### src/rtl/cmd_in_queue_writer.sv
// rtl/cmd_in_queue_writer.sv - producer end of a circular command-in subqueue
//
// Accepts framed commands (header + N payload words) on a stream input.
// The block checks that all L = N+1 target slots are free, writes the
// payload words, and then publishes the header with bit 7 set. The consumer
// frees slots by clearing bit 7.
//
// Optional feature macro: CMD_IN_WRITER_STATS_EN (adds stat_cmds and
// stat_full_cycles counters).
//
// Ports:
//   clk, rstn          clock, asynchronous active-low reset
//   in_tdata/tvalid/   command stream; first word of a frame is the header,
//   in_tready/tlast    with [15:8] = payload word count N
//   queue_addr/en/we/  BRAM port (one 64-bit word per slot, 1-cycle read)
//   queue_din/dout
//   busy               high whenever a command is in progress
//   cmd_written        1-cycle pulse in the header publish cycle
//   err_len            1-cycle pulse: command longer than the queue, dropped
//   err_framing        1-cycle pulse: tlast not on the counted last word
//   stat_cmds          (stats build) published command count
//   stat_full_cycles   (stats build) check cycles that found a busy slot

module cmd_in_queue_writer #(
  parameter int QUEUE_DEPTH = 64,
  parameter int ADDR_W      = $clog2(QUEUE_DEPTH)
) (
  input  logic              clk,
  input  logic              rstn,
  input  logic [63:0]       in_tdata,
  input  logic              in_tvalid,
  output logic              in_tready,
  input  logic              in_tlast,
  output logic [ADDR_W-1:0] queue_addr,
  output logic              queue_en,
  output logic [7:0]        queue_we,
  output logic [63:0]       queue_din,
  input  logic [63:0]       queue_dout,
  output logic              busy,
  output logic              cmd_written,
  output logic              err_len,
  output logic              err_framing
`ifdef CMD_IN_WRITER_STATS_EN
  ,
  output logic [31:0]       stat_cmds,
  output logic [31:0]       stat_full_cycles
`endif
);

  typedef enum logic [2:0] {
    S_IDLE    = 3'd0,
    S_CHECK   = 3'd1,
    S_PAYLOAD = 3'd2,
    S_HEADER  = 3'd3,
    S_DISCARD = 3'd4
  } state_t;

  localparam logic [31:0] DEPTH_U = 32'(QUEUE_DEPTH);

  state_t              state_q,   state_d;
  logic [ADDR_W-1:0]   wr_idx_q,  wr_idx_d;   // slot of the next header
  logic [63:0]         hdr_q,     hdr_d;      // header held until publish
  logic [7:0]          n_q,       n_d;        // payload word count
  logic [ADDR_W-1:0]   chk_idx_q, chk_idx_d;  // slot read in this CHECK cycle
  logic [8:0]          chk_cnt_q, chk_cnt_d;  // slots confirmed free so far
  logic                rd_pend_q, rd_pend_d;  // queue_dout holds a read to evaluate
  logic [7:0]          cnt_q,     cnt_d;      // payload/discard words consumed

  logic [8:0]  cmd_len;
  logic [7:0]  in_n;
  logic [8:0]  in_len;
  logic        in_too_long;
  logic        accept;
  logic        last_word;
  logic        full_hit;
  logic        unused_ok;

  assign cmd_len     = {1'b0, n_q} + 9'd1;
  assign in_n        = in_tdata[15:8];
  assign in_len      = {1'b0, in_n} + 9'd1;
  assign in_too_long = ({23'd0, in_len} > DEPTH_U);

  // A word is taken only out of reset; this also keeps every pulse low
  // while rstn is asserted.
  assign accept = in_tvalid & rstn;

  assign busy = (state_q != S_IDLE);

  // Only bit 7 of a slot matters for the occupancy check.
  assign unused_ok = ^{queue_dout[63:8], queue_dout[6:0], full_hit};

  // The BRAM port is driven combinationally from the state so that a
  // payload word lands in the same cycle as its handshake.
  always_comb begin
    state_d     = state_q;
    wr_idx_d    = wr_idx_q;
    hdr_d       = hdr_q;
    n_d         = n_q;
    chk_idx_d   = chk_idx_q;
    chk_cnt_d   = chk_cnt_q;
    rd_pend_d   = rd_pend_q;
    cnt_d       = cnt_q;
    in_tready   = 1'b0;
    queue_addr  = '0;
    queue_en    = 1'b0;
    queue_we    = 8'h00;
    queue_din   = 64'd0;
    cmd_written = 1'b0;
    err_len     = 1'b0;
    err_framing = 1'b0;
    last_word   = 1'b0;
    full_hit    = 1'b0;

    case (state_q)
      S_IDLE: begin
        in_tready = rstn;
        if (accept) begin
          hdr_d       = in_tdata;
          n_d         = in_n;
          cnt_d       = 8'd0;
          err_framing = (in_tlast != (in_n == 8'd0));
          if (in_too_long) begin
            err_len = 1'b1;
            state_d = (in_n != 8'd0) ? S_DISCARD : S_IDLE;
          end else begin
            chk_idx_d = wr_idx_q;
            chk_cnt_d = 9'd0;
            rd_pend_d = 1'b0;
            state_d   = S_CHECK;
          end
        end
      end

      S_CHECK: begin
        queue_en   = 1'b1;
        queue_addr = chk_idx_q;
        if (rd_pend_q) begin
          if (!queue_dout[7]) begin
            chk_cnt_d = chk_cnt_q + 9'd1;
            chk_idx_d = chk_idx_q + ADDR_W'(1);
            rd_pend_d = 1'b1;
            if (chk_cnt_q + 9'd1 == cmd_len) begin
              state_d = (n_q != 8'd0) ? S_PAYLOAD : S_HEADER;
            end
          end else begin
            // The slot just evaluated sits one behind the read now in
            // flight; drop that read and poll the busy slot again.
            full_hit  = 1'b1;
            chk_idx_d = chk_idx_q - ADDR_W'(1);
            rd_pend_d = 1'b0;
          end
        end else begin
          chk_idx_d = chk_idx_q + ADDR_W'(1);
          rd_pend_d = 1'b1;
        end
      end

      S_PAYLOAD: begin
        in_tready = rstn;
        if (accept) begin
          last_word   = (cnt_q == n_q - 8'd1);
          queue_en    = 1'b1;
          queue_we    = 8'hFF;
          queue_addr  = wr_idx_q + ADDR_W'(1) + ADDR_W'(cnt_q);
          queue_din   = in_tdata;
          err_framing = (in_tlast != last_word);
          cnt_d       = cnt_q + 8'd1;
          if (last_word) begin
            state_d = S_HEADER;
          end
        end
      end

      S_HEADER: begin
        queue_en    = 1'b1;
        queue_we    = 8'hFF;
        queue_addr  = wr_idx_q;
        queue_din   = {hdr_q[63:8], 1'b1, hdr_q[6:0]};
        wr_idx_d    = wr_idx_q + ADDR_W'(cmd_len);
        cmd_written = 1'b1;
        state_d     = S_IDLE;
      end

      S_DISCARD: begin
        in_tready = rstn;
        if (accept) begin
          last_word   = (cnt_q == n_q - 8'd1);
          err_framing = (in_tlast != last_word);
          cnt_d       = cnt_q + 8'd1;
          if (last_word) begin
            state_d = S_IDLE;
          end
        end
      end

      default: begin
        state_d = S_IDLE;
      end
    endcase
  end

  always_ff @(posedge clk or negedge rstn) begin
    if (!rstn) begin
      state_q   <= S_IDLE;
      wr_idx_q  <= '0;
      hdr_q     <= 64'd0;
      n_q       <= 8'd0;
      chk_idx_q <= '0;
      chk_cnt_q <= 9'd0;
      rd_pend_q <= 1'b0;
      cnt_q     <= 8'd0;
    end else begin
      state_q   <= state_d;
      wr_idx_q  <= wr_idx_d;
      hdr_q     <= hdr_d;
      n_q       <= n_d;
      chk_idx_q <= chk_idx_d;
      chk_cnt_q <= chk_cnt_d;
      rd_pend_q <= rd_pend_d;
      cnt_q     <= cnt_d;
    end
  end

`ifdef CMD_IN_WRITER_STATS_EN
  logic [31:0] stat_cmds_q;
  logic [31:0] stat_full_q;

  always_ff @(posedge clk or negedge rstn) begin
    if (!rstn) begin
      stat_cmds_q <= 32'd0;
      stat_full_q <= 32'd0;
    end else begin
      if (cmd_written) begin
        stat_cmds_q <= stat_cmds_q + 32'd1;
      end
      if (full_hit) begin
        stat_full_q <= stat_full_q + 32'd1;
      end
    end
  end

  assign stat_cmds        = stat_cmds_q;
  assign stat_full_cycles = stat_full_q;
`endif

endmodule

### config.mk
export PLATFORM = sky130hd
export DESIGN_NAME = cmd_in_queue_writer
export DESIGN_NICKNAME = d
export VERILOG_FILES = /design/src/rtl/cmd_in_queue_writer.sv
export SDC_FILE = /design/constraint.sdc
export NUM_CORES = 1
export LEC_CHECK = 0
export BUFFER_PORTS_ARGS = -buffer_cell sky130_fd_sc_hd__buf_2
export CORE_AREA = 2 2 128 130
export CTS_CLUSTER_DIAMETER = 120
export DETAILED_ROUTE_END_ITERATION = 8
export DIE_AREA = 0 0 130 132
export GPL_TIMING_DRIVEN = 0
export HOLD_SLACK_MARGIN = 0.1
export MAX_ROUTING_LAYER = met4
export PLACE_DENSITY_LB_ADDON = 0.3
export SYNTH_ARGS = -nofsm -noshare
export SYNTH_HDL_FRONTEND = slang
export SYNTH_SLANG_ARGS = --single-unit
### constraint.sdc
create_clock -name clk -period 3.2 [get_ports clk]
set_input_delay 0.48 -clock clk [delete_from_list [all_inputs] [get_ports clk]]
set_output_delay 0.48 -clock clk [all_outputs]
set_load 0.02 [all_outputs]
=== After elaboration in Yosys (flattened, before gate mapping) ===
Cells that the tools add are included.

* Register bits after elaboration: 105
* Input bits: 132
* Output and inout bits: 84
* Logic and storage cells: 99

* Add/sub/neg operators: 10
* $lt $le $gt $ge: 1
* Eq/ne operators: 18
* Muxes and demuxes: 46
* Bitwise logic cells: 1
* Reduce and logical (&&, ||, !) cells: 15

{| class="wikitable"
|+ Operator list
! cell !! count
|-
| $pmux 64 s2 || 1
|-
| $mux 64 || 1
|-
| $mux 9 || 4
|-
| $pmux 8 s2 || 2
|-
| $mux 3 || 10
|-
| $mux 6 || 5
|-
| $mux 8 || 3
|-
| $add 8x1->9 const B || 2
|-
| $ne 2x2->1 const B || 9
|-
| $pmux 6 s3 || 1
|-
| $pmux 9 s2 || 1
|-
| $reduce_bool 8->1 || 2
|-
| $mux 1 || 13
|-
| $add 6x1->6 const B || 2
|-
| $add 6x6->6 || 2
|-
| $pmux 3 s4 || 1
|-
| $pmux 6 s2 || 1
|-
| $add 9x1->9 const B || 1
|-
| $eq 9x9->1 || 1
|-
| $gt 9x7->1 const B || 1
|-
| $add 8x1->8 const B || 1
|-
| $eq 8x8->1 || 1
|-
| $logic_not 8->1 || 1
|-
| $reduce_and 8->1 || 1
|-
| other kinds (17) || 24
|}

=== Depth between registers and ports, before layout ===
Gate-level depths: netlist of the first run.

* Depth in word-level cells: 6
* Gate-level depth with buffers: 10
* Mapped depth without buffers: 9

=== Worst setup path before layout of the first run ===
Ideal clock, no wire load.

* Kind: register to output
* Start point: register, netlist name hdr_q[8]
* End point: output port err_framing
* Arrival: 2.051 ns
* Data required time: 2.720 ns
* Setup slack: 0.669 ns
* Cell stages (with the launch flop): 11
* Buffers on the path: 1
* Cell sequence: dfrtp_1 buf_4 inv_1 ha_1 nor3b_2 xor2_1 o21ai_0 o21ai_0 a41oi_1 xor2_1 nor2_1

{| class="wikitable"
|+ RTL lines
! what !! line !! text
|-
| end: declaration || 42 || <nowiki>output logic err_framing</nowiki>
|}

==> results of run 1 <==
path summary, 6_finish.rpt:
path / startpoint / to / slack (ns) / cells past startpoint
min in group clk: in_tdata[44] / hdr_q[44] / 0.35 / 2
setup / recovery: hdr_q[8] / err_framing / 0.14 / 11
setup reg to reg: state_q[1] / chk_cnt_q[7] / 0.71 / 8
hold reg to reg: chk_cnt_q[8] / chk_cnt_q[8] / 0.51 / 1
hold / removal: rstn / chk_cnt_q[8] / 0.11 / 2
max in group asynchronous: rstn / wr_idx_q[1] / 1.66 / 2
metrics by stage:
step	power, mW	hold slack, ns
floorplan	3.31	0.184
global placement	3.72	0.490
detailed placement	3.78	0.494
CTS	4.94	0.112
global route	5.24	0.121
finish	4.90	0.112
per-layer routing:
metal	wire length [um]	track usage (%)	up-vias
met5	0	-	-
met4	431	7.89	0
met3	1130	4.06	40
met2	8380	34.6	213
met1	8150	29.0	2697
li1	-	-	2682
kinds of logic after synthesis:
logic type | count (synthesis)
AOI/OAI and AO/OA | 159
xor gates and xnor gates | 45
adders and majority gates | 19
buffers and inverters | 71
DFF | 96
muxes | 62
and+or+nand+nor | 209
sequential cells by signal, summed over array words and instances (netlist names):
register / flops
state_q: 3
chk_cnt_q: 9
cnt_q: 8
chk_idx_q: 6
hdr_q: 63
wr_idx_q: 6
rd_pend_q: 1
area by class of cell:
class | count | share of cell area (%)
multi-input combinational | 494 | 45.6
sequential | 96 | 31.5
timing repair buffer | 156 | 10.9
buffer | 55 | 3.63
tap | 216 | 3.55
clock buffer | 9 | 2.95
clock inverter | 7 | 0.968
inverter | 16 | 0.821
worst reg2reg max path: cells and delay by family, from the launching register on:
| family | cells | cell delay [ns] |
|---|---|---|
| simple gates | 3 | 1.22 |
| buf+inv | 2 | 0.40 |
| compound gates | 3 | 0.41 |
| flops | 1 | 0.35 |
what timing repair did:
item                                    4_1_cts  5_1_grt
hold endpoints to repair                     20        0
setup buffers                                 1        0
hold buffers                                  2        0
pin swaps                                     1        2
resized for setup                             7       11
endpoints found under the setup margin       39       23
Yosys cell counts, drive strengths merged (2+ instances only):
library cell and n:
dfrtp 96, nor2 68, mux2 60, a21oi 57
nand2 51, nor3b 38, o21ai 35, buf 33
a22o 26, xnor2 25, clkbuf 22, xor2 20
ha 17, inv 15, nand3 12, nor3 8
nand4 7, o31ai 7, o211ai 6, o22ai 5
or3 5, a22oi 4, and2 4, and3 4
nor4 4, a21o 3, a41oi 3, nor2b 3
a211o 2, a31oi 2, fa 2, mux2i 2
nor4b 2
power groups by stage:
stage               Clock, mW  Sequential [mW]  Combinational (mW)
global placement            0             1.98                1.74
CTS                      1.14             1.97                1.83
floorplan                   0             1.91                1.40
detailed placement          0             1.99                1.79
global route             1.19             2.04                2.01
finish                   1.11             1.97                1.82
==> metrics.md, run 1 <==
| Metric | Value |
|---|---|
| Synthesized area per cell | `roughly 9.4 um2` |
| Cell Chain, Critical Path | `buf_4 -> inv_4 -> ha_2 -> nor3b_4 -> xor2_1 -> o21ai_0 -> o21ai_1 -> a41oi_2 -> xor2_1 -> nor2_1 -> buf_4` |
| Synth Register Bits | `96` |
| Starting Density | `39.4%` |
| DR iter-0 viols | `around 320` |
| Setup slack after layout | `0.142 ns` |
| Switching Fraction | `36.5%` |
| P_sw | `1.79 mW` |
| Clock skew | `0.00614 ns` |
| Routed Antenna Nets | `0` |
| Via density | `between 5 and 6` |
| Final std cells w/o fill | `1049` |
| Crit Path Max Fanout | `8` |
| Synth area leader | `dfrtp_1` |
| CTS sink cnt | `96` |
| Worst VDD drop | `0.000430 V` |
| RSZ-0062 raised after global routing | `no` |
| FMAX | `327 MHz` |
| Critical path arrival | `between 2 and 3 ns` |
| Mux contribution to synthesized area | `11.2%` |
| Initial antenna violation count | `0` |
| Top_reg_cell synth | `dfrtp_1` |
| Worst skew pair latency | `0.36 ns` |
| Most frequent cells in the layout | `buf_2, dfrtp_1, nor2_1` |
| Largest family of logic cells by synthesized area | `simple AND/OR/NAND/NOR gates` |
| Sequential share of the synthesized area | `approximately two fifths` |
| Core area | `15700 um2` |
| Final hold violations | `0` |
| Register Area | `2400 um2` |
| CP Capture Type | `output port` |
| Gr ovfl total | `0` |
| Die area | `17200 um2` |
| Clock tree buffer depth | `2` |
| All-layer global routing usage | `22.2%` |
| Drt drc | `0` |
| Routed WL | `18100 um` |
| Required @ worst endpoint | `2.72 ns` |
| Worst setup path class | `reg -> out` |
| Logic pwr share | `37.0%` |
| CTS buffer count | `9` |
| Vias in the first global route | `5528` |
| Cell count after synthesis | `661` |
| Share of the synthesized area in the top cell type | `~39%` |
| Io pins | `216` |
| Adder-Cell Fraction of Synth Area | `slightly above 4%` |
| Synth Area in XOR/XNOR | `6.61%` |
| GP Congestion | `0.845` |
| Die Wd | `between 100 and 150 um` |
| Setup_tns | `0 ns` |
| Final Util | `48.5%` |
| CTS tree | `done` |
| Power share of the clock group | `22.7%` |
| FP Rows | `46` |
| Top post-synthesis cells by area | `dfrtp_1, mux2_2, a21oi_1, nor3b_1, nor2_1` |
| Root Buffer | `clkbuf_16` |
| Area fraction in compound gates after synthesis | `around 16%` |
| Simple-gate share of the synthesized area | `17.5%` |
| Synthesized area | `6190 um2` |
| Die Ht | `approximately 130 um` |
| Fin area | `about 7600 um2` |
| IO buf count | `152` |
| Htree depth | `3` |
| Async S/R FF share, synth | `100%` |
| Tcrit/Tclk final | `95.6%` |
| # placed instances | `between 1000 and 1500` |
| Dpl ws | `-0.312 ns` |
| Final setup fails | `0` |
| Slowest CP cell | `dfrtp_1` |
| First-pass GRT wire length | `roughly 29000 um` |
| Post-Syn Nets | `812` |
| Commonest non-fill, non-tap cell in the layout | `buf_2` |
| Leak | `3.43 nW` |
| Biggest cell delay along the critical path | `0.39 ns` |
| Internal power | `3.12 mW` |
| Yosys warns | `0` |
| Slew Viols, Final | `0` |
| Layout cells sized above 1 | `32.9%` |
| Final net count | `979` |
| Unique cell type count in the Yosys netlist | `57` |
| Max Cap Viol | `0` |
| CP delay by family, top | `compound AO/OA/AOI/OAI gates` |
| Worst-path clk slew | `0.08 ns` |
| CP Launch Type | `flop` |
| Drt first pass iters | `5` |
| WP buf/inv | `3` |
| Status | `completed` |
| PwrDens | `643 nW/um2` |
| Area delta synth->final | `23.2%` |
| Largest net degree at the start of global routing | `49` |
| Multi-input gate area | `3480 um2` |
| Least-Margin Pin Slew | `approximately 0.97 ns` |
| Worst hold-check path type | `in -> async` |
| Rel. slew slack | `35.0%` |
| Dpl cell area | `7250 um2` |
| Antenna diodes | `0` |
| DR vias | `around 5600` |
| Min Tclk post-route | `between 3 and 4 ns` |
| DP HPWL | `13300 um` |
| WL/cell | `17.3 um` |
| Number of synthesized flops with an enable pin | `0` |
| Sequential share of power | `between 40% and 50%` |
| Fill cell count | `around 1500` |
(Power assumes the default switching activity.)
==> inputs of run 2 (changes only) <==
Settings changed: ABC_AREA set to 1, GPL_TIMING_DRIVEN 0 to not set.
==> run 2 against run 1 <==
  * Synthesized cell count is 32% higher
  * Final area is 2.3% lower
  * Synthesized area is 0.75% higher
  * Via count is 6.3% higher
  * Count of clock-buffer cells in the layout is 1 higher
  * Worst hold slack better by 0.046 ns
  * Sequential cell count stayed put
  * Largest cell class unchanged
==> metrics.md, run 2 <==
| Metric | Value |
|---|---|
| Status | `completed (unchanged)` |
| FMAX | `338 MHz (was 327 MHz)` |
| Synthesized area | `6240 um2 (was 6190 um2)` |
| Htree depth | `3 (unchanged)` |
| Final hold violations | `0 (unchanged)` |
| Max Cap Viol | `0 (unchanged)` |
| Clock skew | `0.00858 ns (was 0.00614 ns)` |
| Worst-path clk slew | `0.07 ns (was 0.08 ns)` |
| Gr ovfl total | `0 (unchanged)` |
| Min Tclk post-route | `2.96 ns (was 3.06 ns)` |
| Setup_tns | `0 ns (unchanged)` |
| DP HPWL | `11800 um (was 13300 um)` |
| Top post-synthesis cells by area | `dfrtp_1, nand2_1, o21ai_0, inv_1, ha_1 (was dfrtp_1, mux2_2, a21oi_1, nor3b_1, nor2_1)` |
| Worst setup path class | `reg -> out (unchanged)` |
| Crit Path Max Fanout | `4 (was 8)` |
| Commonest non-fill, non-tap cell in the layout | `nand2_1 (was buf_2)` |
| CTS sink cnt | `96 (unchanged)` |
| Root Buffer | `clkbuf_16 (unchanged)` |
| Worst skew pair latency | `0.36 ns (about the same)` |
| Setup slack after layout | `0.244 ns (was 0.142 ns)` |
| Die Wd | `130 um (unchanged)` |
| WL/cell | `13.4 um (was 17.3 um)` |
| Synth Register Bits | `96 (unchanged)` |
| Post-Syn Nets | `1025 (was 812)` |
| Power consumption | `5.57 mW (was 4.90 mW)` |
| Synthesized area per cell | `7.13 um2 (was 9.36 um2)` |
| Initial antenna violation count | `0 (unchanged)` |
| CTS buffer count | `9 (unchanged)` |
| All-layer global routing usage | `20.4% (was 22.2%)` |
| Area delta synth->final | `19.4% (was 23.2%)` |
| Async S/R FF share, synth | `100% (unchanged)` |
| Sequential share of the synthesized area | `38.5% (was 38.8%)` |
| Yosys warns | `0 (unchanged)` |
| Synth area leader | `dfrtp_1 (unchanged)` |
| Worst R2R Start | `hdr_q[8] (was state_q[1])` |
| R2R cell count | `13 (was 8)` |
| Final setup fails | `0 (unchanged)` |
| WP buf/inv | `2 (was 3)` |
| Slew Viols, Final | `0 (unchanged)` |
| R2R setup slack | `0.68 ns (was 0.71 ns)` |
| Fin Hold WS | `0.157 ns (was 0.112 ns)` |
| Synth cell count leaders | `nand2_1, o21ai_0, inv_1, dfrtp_1, nor2_1 (was dfrtp_1, nor2_1, mux2_2, a21oi_1, nand2_1)` |
| FP Rows | `46 (unchanged)` |
| Critical path arrival | `2.48 ns (was 2.58 ns)` |
| Clock tree buffer depth | `2 (unchanged)` |
| Number of synthesized flops with an enable pin | `0 (unchanged)` |
| Worst Setup EP | `queue_addr[4] (was err_framing)` |
| Io pins | `216 (unchanged)` |
| Biggest cell delay along the critical path | `0.41 ns (was 0.39 ns)` |
| Routed Antenna Nets | `0 (unchanged)` |
| Worst path most repeated cell | `o21ai_0` |
| Biggest regs | `hdr_q (63), chk_cnt_q (9), cnt_q (8) (unchanged)` |
| Max reg flops | `63 (unchanged)` |
| Drt drc | `0 (unchanged)` |
| Cell count after synthesis | `874 (was 661)` |
| Worst VDD drop | `0.000360 V (was 0.000430 V)` |
| Worst hold-check path type | `in -> async (unchanged)` |
| Fill cell count | `1577 (was 1501)` |
| Critical Path Stages | `8 (was 11)` |
| First-pass GRT wire length | `27400 um (was 28900 um)` |
| Setup Fix Bufs, Post-CTS | `0 (was 1)` |
| Multi-input gate area | `3160 um2 (was 3480 um2)` |
| Slowest CP cell | `dfrtp_1 (unchanged)` |
| Die area | `17200 um2 (unchanged)` |
| Starting Density | `39.7% (was 39.4%)` |
| Rel. slew slack | `39.8% (was 35.0%)` |
| Via density | `4.89 (was 5.37)` |
| CTS tree | `done (unchanged)` |
| Share of the synthesized area in the top cell type | `38.5% (was 38.8%)` |
| Cell with the most instances after synthesis | `nand2_1 (was dfrtp_1)` |
| DR vias | `5987 (was 5632)` |
| DR iter-0 viols | `358 (was 316)` |
| Die Ht | `132 um (unchanged)` |
| Routed WL | `16400 um (was 18100 um)` |
| PwrDens | `748 nW/um2 (was 643 nW/um2)` |
| CP Launch Point | `cnt_q[0] (was hdr_q[8])` |
| CP Capture Type | `output port (unchanged)` |
| CP Launch Type | `flop (unchanged)` |
| Least-Margin Pin Slew | `0.902 ns (was 0.972 ns)` |
| Most frequent cells in the layout | `nand2_1, o21ai_0, buf_2 (was buf_2, dfrtp_1, nor2_1)` |
| Final net count | `1155 (was 979)` |
| Dpl cell area | `7150 um2 (was 7250 um2)` |
| CP delay by family, top | `adder cells (was compound AO/OA/AOI/OAI gates)` |
| Layout cells sized above 1 | `22.5% (was 32.9%)` |
| Worst reg2reg endpoint | `wr_idx_q[5] (was chk_cnt_q[7])` |
| Leak | `3.79 nW (was 3.43 nW)` |
| Tcrit/Tclk final | `92.4% (was 95.6%)` |
| Required @ worst endpoint | `2.72 ns (about the same)` |
| Core area | `15700 um2 (unchanged)` |
| Largest Register | `hdr_q (unchanged)` |
| IO buf count | `152 (unchanged)` |
| Register Area | `2400 um2 (about the same)` |
| Cell Chain, Critical Path | `inv_1 -> ha_1 -> fa_1 -> o21ai_0 -> a21oi_1 -> xor2_1 -> o21ai_0 -> buf_2 (was buf_4 -> inv_4 -> ha_2 -> nor3b_4 -> xor2_1 -> o21ai_0 -> o21ai_1 -> a41oi_2 -> xor2_1 -> nor2_1 -> buf_4)` |
| Largest net degree at the start of global routing | `72 (was 49)` |
| GP Congestion | `0.850 (was 0.845)` |
| RSZ-0062 raised after global routing | `no (unchanged)` |
| Unique cell type count in the Yosys netlist | `53 (was 57)` |
| Dpl ws | `0.529 ns (was -0.312 ns)` |
| Fin area | `7450 um2 (was 7620 um2)` |
| Drt first pass iters | `7 (was 5)` |
| Vias in the first global route | `5636 (was 5528)` |
| Top_reg_cell synth | `dfrtp_1 (unchanged)` |
| Antenna diodes | `0 (unchanged)` |
==> run 2: cell count changes in the layout (fill, tap and decap cells not counted), sizes merged, moves of 33 or more <==
cell	before	now
a21oi	57	12
inv	19	125
mux2	60	0
nand2	51	273
nor3b	38	5
o21ai	35	158
==> run 2: how the worst min path moves through the flow <==
stage | endpoint | slack (ns) | start
floorplan | chk_cnt_q[0] | 0.18 | rstn
global placement | state_q[2] | 0.50 | state_q[2]
detailed placement | state_q[2] | 0.51 | state_q[2]
CTS | chk_cnt_q[3] | 0.18 | rstn
global route | wr_idx_q[2] | 0.19 | rstn
finish | state_q[2] | 0.16 | rstn
==> run 2: layer usage <==
layer / vias up / wire [um] / global-route usage, %
met5: - / 0 / -
met4: 0 / 213 / 4.30
met3: 15 / 966 / 5.03
met2: 172 / 7770 / 32.1
met1: 2745 / 7460 / 26.8
li1: 3055 / - / -
==> run 2: logic make-up (layout without fill, tap and decap cells) <==
family / after synthesis / count (layout) / synth area share [%]
XOR/XNOR: 14 / 14 / 2.19
buffers and inverters: 164 / 299 / 11.1
AO/OA/AOI/OAI: 193 / 193 / 16.9
multiplexers: 1 / 1 / 0.161
adder cells (fa/ha/maj): 19 / 19 / 4.05
flip-flops: 96 / 96 / 38.5
AND/OR/NAND/NOR: 387 / 387 / 27.2
==> run 2: layout make-up <==
type | count | share of cell area [%]
Clock inverter | 6 | 0.773
Clock buffer | 10 | 3.21
Tap cell | 216 | 3.63
Inverter | 122 | 6.23
Sequential cell | 96 | 32.3
Timing Repair Buffer | 161 | 11.5
Multi-Input combinational cell | 614 | 42.4
==> run 2: worst reg2reg max path: stages (launching register included) <==
cell	delay (ns)
dfrtp_2	0.48
ha_1	0.29
nand2_1	0.10
inv_1	0.06
nor2_1	0.17
ha_1	0.31
a21oi_1	0.16
nand2_1	0.08
nand2_1	0.08
nand2_1	0.05
a21o_1	0.16
a21oi_1	0.12
o21ai_0	0.17
xor2_1	0.17
==> run 2: per-stage QoR <==
| step | utilization [%] | instances |
|---|---|---|
| after global placement | 45.5 | 1209 |
| after floorplan | - | 874 |
| final | 47.4 | 1225 |
| after detailed placement | 45.5 | 1209 |
| after CTS | 47.4 | 1225 |
| after global routing | 47.4 | 1225 |
==> run 2: repair_timing <==
action | in CTS | in global routing
setup endpoints to repair | 0 | 2
gates resized for setup | 0 | 4
hold buffers | 0 | 0
==> run 2: power breakdown <==
part	switching, mW	leakage (nW)	total, mW	internal [mW]
clock network	0.531	0.148	1.10	0.570
registers	0.363	1.21	2.06	1.70
logic	1.54	2.42	2.41	0.864
total	2.44	3.79	5.57	3.14
==> inputs of run 3 (changes only) <==
Settings changed: CORE_AREA 2 2 128 130 to 2 2 143 117, DIE_AREA 0 0 130 132 to 0 0 145 119.
==> run 3 against run 2 <==
  * Core utilization fell by 0.60 points
  * Clock power grew 4%
  * Combinational power is essentially flat
  * Highest routed layer unchanged
  * Maximum frequency is 0.20% lower
  * Register-to-register slack worse by 0.05 ns
  * Critical path depth increased by 6
  * Total power up 1.2%
==> metrics.md, run 3 (synthesized netlist as in run 2, its figures left out) <==
| Metric | Value |
|---|---|
| Status | `completed (unchanged)` |
| DR vias | `5865 (was 5987)` |
| Worst R2R Start | `hdr_q[8] (unchanged)` |
| Max reg flops | `63 (unchanged)` |
| Cell Chain, Critical Path | `inv_4 -> ha_1 -> nand2_1 -> inv_1 -> nor2_1 -> nand2_1 -> nor2_1 -> nand3_1 -> nor2_2 -> nand3_2 -> nand2_1 -> a21oi_1 -> nor2_1 -> buf_2 (was inv_1 -> ha_1 -> fa_1 -> o21ai_0 -> a21oi_1 -> xor2_1 -> o21ai_0 -> buf_2)` |
| Slowest CP cell | `dfrtp_2 (was dfrtp_1)` |
| Max Cap Viol | `0 (unchanged)` |
| Die Wd | `145 um (was 130 um)` |
| Area delta synth->final | `20.3% (was 19.4%)` |
| Critical Path Stages | `14 (was 8)` |
| Biggest cell delay along the critical path | `0.47 ns (was 0.41 ns)` |
| Final hold violations | `0 (unchanged)` |
| Setup slack after layout | `0.238 ns (was 0.244 ns)` |
| Rel. slew slack | `37.6% (was 39.8%)` |
| Die Ht | `119 um (was 132 um)` |
| Worst VDD drop | `0.000335 V (was 0.000360 V)` |
| Antenna diodes | `0 (unchanged)` |
| Die area | `17300 um2 (was 17200 um2)` |
| Core area | `16000 um2 (was 15700 um2)` |
| Fin Hold WS | `0.149 ns (was 0.157 ns)` |
| Worst hold-check path type | `in -> async (unchanged)` |
| Switching Fraction | `43.3% (was 43.7%)` |
| Commonest non-fill, non-tap cell in the layout | `nand2_1 (unchanged)` |
| Setup_tns | `0 ns (unchanged)` |
| FP Rows | `42 (was 46)` |
| Sequential share of power | `36.6% (was 37.1%)` |
| Drt first pass iters | `5 (was 7)` |
| Most frequent cells in the layout | `nand2_1, o21ai_0, buf_2 (unchanged)` |
| R2R cell count | `13 (unchanged)` |
| Routed Antenna Nets | `0 (unchanged)` |
| Required @ worst endpoint | `2.72 ns (about the same)` |
| Drt drc | `0 (unchanged)` |
| Vias in the first global route | `5325 (was 5636)` |
| Leak | `3.81 nW (was 3.79 nW)` |
| Worst reg2reg endpoint | `wr_idx_q[5] (unchanged)` |
| Power share of the clock group | `20.2% (was 19.8%)` |
| Fin area | `7500 um2 (was 7450 um2)` |
| Initial antenna violation count | `0 (unchanged)` |
| Dpl cell area | `7190 um2 (was 7150 um2)` |
| CP Launch Point | `hdr_q[8] (was cnt_q[0])` |
| Internal power | `3.20 mW (was 3.14 mW)` |
| CP Capture Type | `output port (unchanged)` |
| DP HPWL | `11800 um (about the same)` |
| Clock skew | `0.00634 ns (was 0.00858 ns)` |
| Root Buffer | `clkbuf_16 (unchanged)` |
| P_sw | `2.44 mW (about the same)` |
| Worst Setup EP | `err_framing (was queue_addr[4])` |
| WP buf/inv | `3 (was 2)` |
| Clock tree buffer depth | `2 (unchanged)` |
| Tcrit/Tclk final | `92.6% (was 92.4%)` |
| Least-Margin Pin Slew | `0.936 ns (was 0.902 ns)` |
| Crit Path Max Fanout | `10 (was 4)` |
| Largest net degree at the start of global routing | `72 (unchanged)` |
| GP Congestion | `0.853 (was 0.850)` |
| CP Launch Type | `flop (unchanged)` |
| Logic pwr share | `43.2% (about the same)` |
| First-pass GRT wire length | `26700 um (was 27400 um)` |
| FMAX | `338 MHz (about the same)` |
| R2R setup slack | `0.63 ns (was 0.68 ns)` |
| DR iter-0 viols | `396 (was 358)` |
| Htree depth | `3 (unchanged)` |
| Worst setup path class | `reg -> out (unchanged)` |
| Gr ovfl total | `0 (unchanged)` |
| WL/cell | `13.0 um (was 13.4 um)` |
| CTS sink cnt | `96 (unchanged)` |
| CP delay by family, top | `simple AND/OR/NAND/NOR gates (was adder cells)` |
| Biggest regs | `hdr_q (63), chk_cnt_q (9), cnt_q (8) (unchanged)` |
| IO buf count | `152 (unchanged)` |
| Dpl ws | `0.505 ns (was 0.529 ns)` |
| Via density | `4.76 (was 4.89)` |
| Final net count | `1158 (was 1155)` |
| Final setup fails | `0 (unchanged)` |
| Slew Viols, Final | `0 (unchanged)` |
| PwrDens | `752 nW/um2 (was 748 nW/um2)` |
| Worst-path clk slew | `0.07 ns (about the same)` |
| Worst skew pair latency | `0.36 ns (about the same)` |
| Routed WL | `16000 um (was 16400 um)` |
| All-layer global routing usage | `19.6% (was 20.4%)` |
| Critical path arrival | `2.48 ns (about the same)` |
| CTS buffer count | `9 (unchanged)` |
| Layout cells sized above 1 | `22.6% (was 22.5%)` |
| CTS tree | `done (unchanged)` |
| Largest Register | `hdr_q (unchanged)` |
| RSZ-0062 raised after global routing | `no (unchanged)` |
| Min Tclk post-route | `2.96 ns (about the same)` |
| Starting Density | `38.9% (was 39.7%)` |
| Io pins | `216 (unchanged)` |
==> run 3: repair_timing <==
| action | in CTS | in global routing |
|---|---|---|
| setup endpoints to repair | 0 | 1 |
| buffers inserted | 0 | 0 |
| hold buffers | 0 | 0 |
| gates resized for setup | 0 | 2 |
==> run 3: power groups by stage <==
stage / Sequential (mW) / Clock, mW / Combinational [mW]
after floorplan: 1.94 / 0 / 1.91
after global placement: 2.07 / 0 / 2.39
after detailed placement: 2.08 / 0 / 2.42
after CTS: 2.06 / 1.17 / 2.44
after global routing: 2.13 / 1.22 / 2.82
final: 2.06 / 1.14 / 2.43
==> run 3: stage by stage <==
step	util (%)	cells	power [mW]
after floorplan	-	874	3.85
after global placement	44.8	1216	4.46
after detailed placement	44.8	1216	4.50
after CTS	46.8	1232	5.68
after global routing	46.8	1232	6.17
final	46.8	1232	5.64
==> run 3: cell type report <==
type	count	area [um2]
inverters	122	462
repair buffers	164	891
clock inverters	7	86.3
flip-flops and latches	96	2400
fillers	1603	8530
multi-input cells	614	3160
clock buffers	9	225
well taps	220	275
==> run 3: worst min-delay path by stage <==
stage / start / to / slack [ns]
final: rstn / cnt_q[6] / 0.15
after global routing: rstn / cnt_q[6] / 0.18
after CTS: rstn / hdr_q[16] / 0.16
after detailed placement: state_q[2] / state_q[2] / 0.51
after global placement: state_q[2] / state_q[2] / 0.51
after floorplan: rstn / chk_cnt_q[0] / 0.18
==> run 3: layer usage <==
metal / share of wire (%) / wire, um / up-vias / global-route usage (%)
met4: 1.3 / 206 / 0 / 4.89
met2: 41 / 6540 / 166 / 27.4
met5: 0 / 0 / - / -
met1: 52 / 8370 / 2618 / 29.0
met3: 5.7 / 921 / 18 / 3.91
li1: - / - / 3063 / -
